### config.mk
export PLATFORM = sky130hd
export DESIGN_NAME = shift_issue_ctrl
export DESIGN_NICKNAME = d
export VERILOG_FILES = /design/src/rtl/shift_issue_ctrl.sv
export SDC_FILE = /design/constraint.sdc
export NUM_CORES = 1
export LEC_CHECK = 0
export CAP_MARGIN = 20
export CORE_ASPECT_RATIO = 0.8
export CORE_MARGIN = 2
export CORE_UTILIZATION = 48
export DETAILED_ROUTE_END_ITERATION = 8
export GPL_TIMING_DRIVEN = 1
export PLACE_DENSITY = 0.71
export SYNTH_ARGS = -nofsm -noshare
export SYNTH_HDL_FRONTEND = slang
export SYNTH_SLANG_ARGS = --single-unit
### constraint.sdc
create_clock -name Clock -period 7.2 [get_ports Clock]
set_input_delay 0.72 -clock Clock [delete_from_list [all_inputs] [get_ports Clock]]
set_output_delay 0.72 -clock Clock [all_outputs]
set_load 0.1 [all_outputs]
### src/rtl/shift_issue_ctrl.sv
// ============================================================================
// Module   : shift_issue_ctrl
// Brief    : Credit-based issue/collect wrapper around a pipelined barrel
//            shifter. Optional macro: SHIFT_ISSUE_BYPASS_EN (empty-FIFO bypass).
// Revision : 1.0  initial release
// ============================================================================
`default_nettype none

module shift_issue_ctrl #(
  parameter int WIDTH   = 32,
  parameter int LATENCY = 5,
  parameter int DEPTH   = 8
) (
  input  logic                     Clock,
  input  logic                     Reset,
  input  logic                     ReqValid,
  output logic                     ReqReady,
  input  logic [WIDTH-1:0]         ReqIn,
  input  logic [$clog2(WIDTH)-1:0] ReqShiftAmount,
  input  logic                     ReqShiftIn,
  output logic [WIDTH-1:0]         ShIn,
  output logic [$clog2(WIDTH)-1:0] ShShiftAmount,
  output logic                     ShShiftIn,
  input  logic [WIDTH-1:0]         ShOut,
  output logic                     RespValid,
  input  logic                     RespReady,
  output logic [WIDTH-1:0]         RespData
);

  localparam int c_AW = (DEPTH > 1) ? $clog2(DEPTH) : 1;
  localparam int c_CW = $clog2(DEPTH + 1);

  logic [LATENCY-1:0] r_v;
  logic [c_CW-1:0]    r_inflight;
  logic [c_CW-1:0]    r_fifo_count;
  logic [c_AW-1:0]    r_wr_ptr;
  logic [c_AW-1:0]    r_rd_ptr;
  logic [WIDTH-1:0]   r_mem [DEPTH];

  logic            w_issue;
  logic            w_capture;
  logic            w_push;
  logic            w_pop;
  logic            w_bypass;
  logic            w_fifo_empty;
  logic [c_CW:0]   w_credit_used;
  logic [c_AW-1:0] w_wr_ptr_nxt;
  logic [c_AW-1:0] w_rd_ptr_nxt;

  // Every issued op reserves a FIFO slot until it is popped (or bypassed),
  // so the FIFO cannot overflow and ReqReady never looks at RespReady.
  assign w_credit_used = {1'b0, r_fifo_count} + {1'b0, r_inflight};
  assign ReqReady      = !Reset && (w_credit_used < (c_CW + 1)'(DEPTH));
  assign w_issue       = ReqValid && ReqReady;

  assign ShIn          = ReqIn;
  assign ShShiftAmount = ReqShiftAmount;
  assign ShShiftIn     = ReqShiftIn;

  assign w_capture     = r_v[LATENCY-1];
  assign w_fifo_empty  = (r_fifo_count == '0);

`ifdef SHIFT_ISSUE_BYPASS_EN
  assign w_bypass  = w_capture && w_fifo_empty && RespReady;
  assign RespValid = !w_fifo_empty || w_capture;
  assign RespData  = w_fifo_empty ? ShOut : r_mem[r_rd_ptr];
`else
  assign w_bypass  = 1'b0;
  assign RespValid = !w_fifo_empty;
  assign RespData  = r_mem[r_rd_ptr];
`endif

  assign w_push = w_capture && !w_bypass;
  assign w_pop  = !w_fifo_empty && RespReady;

  assign w_wr_ptr_nxt = (r_wr_ptr == c_AW'(DEPTH - 1)) ? '0 : r_wr_ptr + c_AW'(1);
  assign w_rd_ptr_nxt = (r_rd_ptr == c_AW'(DEPTH - 1)) ? '0 : r_rd_ptr + c_AW'(1);

  always_ff @(posedge Clock) begin
    if (Reset) begin
      r_v          <= '0;
      r_inflight   <= '0;
      r_fifo_count <= '0;
      r_wr_ptr     <= '0;
      r_rd_ptr     <= '0;
    end else begin
      r_v <= (r_v << 1) | LATENCY'(w_issue);

      if (w_issue && !w_capture) begin
        r_inflight <= r_inflight + c_CW'(1);
      end else if (!w_issue && w_capture) begin
        r_inflight <= r_inflight - c_CW'(1);
      end

      if (w_push) begin
        r_wr_ptr <= w_wr_ptr_nxt;
      end
      if (w_pop) begin
        r_rd_ptr <= w_rd_ptr_nxt;
      end

      if (w_push && !w_pop) begin
        r_fifo_count <= r_fifo_count + c_CW'(1);
      end else if (w_pop && !w_push) begin
        r_fifo_count <= r_fifo_count - c_CW'(1);
      end
    end
  end

  always_ff @(posedge Clock) begin
    if (!Reset && w_push) begin
      assert (r_fifo_count != c_CW'(DEPTH));
      r_mem[r_wr_ptr] <= ShOut;
    end
  end

endmodule

`default_nettype wire

==> impl_metrics.toml <==
[status]
run_status = "complete, no violations"

[power]
p_per_area_nw_per_um2 = 344
leakage_nw = 4.12
power_frac_seq_pct = 41.9
post-layout-total-power_mw = 4.41
internal_portion_of_total_power_mw = 3.02
switching_share_pct = 31.5
clock_power_share_pct = 31.0
worst_ir_drop_vdd_mv = 0.193
power.switching_mw = 1.39
power_frac_comb_pct = 27.1

[setup_path]
cpMaxStageDelayCell = "sky130_fd_sc_hd__clkdlybuf4s50_1"
cpPeakStageDelay_ps = 980
worst-endpoint-required_ps = 6480
startpoint_type = "register"
worstRegToRegCells = 11
r2r_start = "r_fifo_count[3]"
timing.setup.critical_path_class = "register to output pin"
critical_r2r_capture = "r_inflight[3]"
crit_family = "buffers and inverters"
end_kind = "output pin"
critical_path_buf_inv_count = 2
critical_path.cell_chain = "buf_4 -> mux4_1 -> mux2_2 -> clkdlybuf4s50_1"
cp_num_cells = 4
crit_path_end = "RespData[27]"
worstPathArrival_ps = 3780
critical_path.max_fanout = 44
worst-r2r-setup-slack_ps = 4160

[detailed_routing]
drt_first_iter_violations = 317
detail_route.vias_per_cell = 5.55
post_route_drc_violation_count = 0
ant_nets_after_route = 0
num_vias = 5029
drt_pass1_iterations = 5
drt-wirelength-per-cell_um = 22.2
totalWireLength_um = 20100

[synthesis]
synthesis.instances = 525
ys_top_cells_by_area = "sky130_fd_sc_hd__edfxtp_1 (69%), sky130_fd_sc_hd__mux4_1 (9.4%), sky130_fd_sc_hd__mux4_2 (4.9%), sky130_fd_sc_hd__dfxtp_1 (4.0%), sky130_fd_sc_hd__mux2_2 (3.4%)"
mean_post_synth_cell_area_um2 = 21.2
netlist.top_cell.by_area = "sky130_fd_sc_hd__edfxtp_1"
synth_seq_area_share_pct = 72.9
ys_seq_elements = 278
synth.distinct_cells = 32
synthesis.nets = 614
synth.top_cell.area_share_pct = 69.0
netlist_area_um2 = 11100
synth.yosys.warnings = 0

[timing]
postLayoutSetupSlackWorst_ps = 2700
final.setup.tns_ps = 0
worstMarginPinSlew_ps = 1030
timing.fmax_mhz = 222
slew_violations = 0
worst_hold_slack_ps = 437
timing.final.crit_period_ps = 4500
setup_viol = 0
hold_viol_final = 0
worst_slew_slack_as_a_fraction_of_its_limit_pct = 31.5
final.setup_skew_ps = 12.6
rsz0062_at_grt = "false"
timing.final.crit_share_pct = 62.5

[layout]
nNetsFinal = 668
syn2layout_area_growth_pct = 15.2
antenna_cells = 0
finalCoreUtilization_pct = 56.8
multi_input_logic_area_um2 = 2620
layout-drive-gt1-share_pct = 21.3
seq_area_um2 = 8130
fillCellCount = 1621

[hold_path]
hold_class = "register to register"

[die]
die_ht_um = 140
floorplan.die_area_um2 = 24500
start_util_pct = 49.3
dieWidth_um = 174
fp-row-count = 49
fp.coreArea_um2 = 22600
top_level_pins = 146

[clocking]
clock-sinks = 278
cts.path.max_buffers = 3
clkLatencyLatePin_ps = 530
cts_hold_repair.buffers = 0
htree_levels = 1
post-cts-setup-buffers = 0
clockRootBuffer = "sky130_fd_sc_hd__clkbuf_16"
cts_inserted_buffers = 27
clk_pin_slew_worst_paths_ps = 60
cts.repair.resized = 0
tritoncts = "done"

[global_routing]
via_count_of_the_first_global_routing_pass = 5472
grt_first_pass_wirelength_um = 31000
largest_net_degree_at_the_start_of_global_routing = 45
gr-usage-all-layers_pct = 16.7
grt-ovfl-total = 0
grt_antenna_before_repair = 1

[job]
cap_viol_max_count = 0

[place]
port-buffer-count = 69
dp_hpwl_um = 11300
place_ws_ps = 3170
gp_congestion = 0.694
-- placed cells by master (no fill, tap or decap), types with 2 or more instances in the layout --
cell type	netlist	routed
sky130_fd_sc_hd__edfxtp_1	256	256
sky130_fd_sc_hd__clkdlybuf4s50_1	0	69
sky130_fd_sc_hd__mux4_1	40	40
sky130_fd_sc_hd__mux2_2	34	34
sky130_fd_sc_hd__clkbuf_16	0	27
sky130_fd_sc_hd__mux4_2	24	24
sky130_fd_sc_hd__dfxtp_1	22	19
sky130_fd_sc_hd__buf_4	38	17
sky130_fd_sc_hd__nor2_1	18	16
sky130_fd_sc_hd__ha_1	13	13
sky130_fd_sc_hd__a21oi_1	9	9
sky130_fd_sc_hd__nor2b_1	6	6
sky130_fd_sc_hd__nand2_1	5	5
sky130_fd_sc_hd__nand3_1	5	5
sky130_fd_sc_hd__clkinv_1	0	5
sky130_fd_sc_hd__clkbuf_1	7	5
sky130_fd_sc_hd__nor3_2	0	4
sky130_fd_sc_hd__mux2i_1	4	4
sky130_fd_sc_hd__clkinv_2	0	4
sky130_fd_sc_hd__inv_1	3	3
sky130_fd_sc_hd__inv_6	0	3
sky130_fd_sc_hd__clkinvlp_4	0	3
sky130_fd_sc_hd__bufinv_16	0	3
sky130_fd_sc_hd__and2_1	2	2
sky130_fd_sc_hd__nand2b_1	2	2
sky130_fd_sc_hd__nor4_2	0	2
sky130_fd_sc_hd__nor2_4	0	2
sky130_fd_sc_hd__xnor2_1	2	2
sky130_fd_sc_hd__xor2_1	2	2
sky130_fd_sc_hd__a211oi_1	2	2
sky130_fd_sc_hd__a31oi_1	2	2
sky130_fd_sc_hd__fa_1	2	2
sky130_fd_sc_hd__dfxtp_2	0	2
-- how the worst min path moves through the flow --
stage / slack, ps / cells past startpoint / from / to
CTS: 440 / 1 / r_v[1] / r_v[2]
floorplan: 410 / 1 / r_v[0] / r_v[1]
finish: 440 / 1 / r_v[1] / r_v[2]
global route: 460 / 1 / r_v[2] / r_v[3]
global placement: 420 / 1 / r_v[3] / r_v[4]
detailed placement: 430 / 1 / r_v[0] / r_v[1]
-- metrics by stage --
stage / area [µm²] / std cells
2_1_floorplan: 11100 / 525
3_3_place_gp: 12000 / 856
3_5_place_dp: 12000 / 856
4_1_cts: 12800 / 906
5_1_grt: 12800 / 906
6_report: 12800 / 906
-- logic make-up after synthesis --
kind of cell,Yosys count,synth area share [%]
compound gates,14,0.730
mux,102,18.1
buf+inv,64,3.97
simple gates,48,2.14
xor+xnor,4,0.314
fa+ha+maj,15,1.82
flops,278,72.9
-- synth_stat cells --
master                     count
sky130_fd_sc_hd__buf_1         3
sky130_fd_sc_hd__ha_1         13
sky130_fd_sc_hd__mux2i_1       4
sky130_fd_sc_hd__mux4_2       24
sky130_fd_sc_hd__dfxtp_1      22
sky130_fd_sc_hd__and2_1        2
sky130_fd_sc_hd__nand2b_1      2
sky130_fd_sc_hd__buf_6         7
sky130_fd_sc_hd__nor3_1        4
sky130_fd_sc_hd__or4_4         1
sky130_fd_sc_hd__clkbuf_1      7
sky130_fd_sc_hd__nor2_1       18
sky130_fd_sc_hd__fa_1          2
sky130_fd_sc_hd__buf_4        38
sky130_fd_sc_hd__mux4_1       40
sky130_fd_sc_hd__nand3b_1      1
sky130_fd_sc_hd__nand2_1       5
sky130_fd_sc_hd__xor2_1        2
sky130_fd_sc_hd__nor4_1        2
sky130_fd_sc_hd__or4_1         1
sky130_fd_sc_hd__xnor2_1       2
sky130_fd_sc_hd__a21oi_1       9
sky130_fd_sc_hd__buf_2         6
sky130_fd_sc_hd__or3_1         1
sky130_fd_sc_hd__mux2_2       34
sky130_fd_sc_hd__inv_1         3
sky130_fd_sc_hd__nand3_1       5
sky130_fd_sc_hd__edfxtp_1    256
sky130_fd_sc_hd__a211oi_1      2
sky130_fd_sc_hd__nor2b_1       6
sky130_fd_sc_hd__a31o_2        1
sky130_fd_sc_hd__a31oi_1       2
-- layer usage --
metal | up-vias | track usage (%) | part of all wire [%]
li1 | 2233 | - | -
met1 | 2603 | 21.9 | 41
met2 | 132 | 29.0 | 50
met3 | 59 | 2.93 | 5.6
met4 | 2 | 4.82 | 2.5
met5 | - | 0 | 0.060
-- power by group through the flow --
stage          Sequential, mW  Combinational (mW)  Clock (mW)
2_1_floorplan            1.84                1.12           0
3_3_place_gp             1.88                1.18           0
3_5_place_dp             1.88                1.20           0
4_1_cts                  1.85                1.21        1.40
5_1_grt                  1.85                1.26        1.46
6_report                 1.85                1.20        1.37
-- layout make-up --
cell class / instances / share of cell area, %
clock buffer: 32 / 5.41
clock inverter: 18 / 1.38
inverter: 3 / 0.0877
multi-input combinational: 183 / 20.4
sequential: 278 / 63.4
tap: 306 / 2.98
timing repair buffer: 86 / 6.37
-- registers in the layout (all words and copies together) (netlist names), named ones only --
signal / count
r_rd_ptr: 3
r_inflight: 4
r_mem: 256
r_v: 5
r_wr_ptr: 3
r_fifo_count: 4
(Power assumes the default switching activity.)
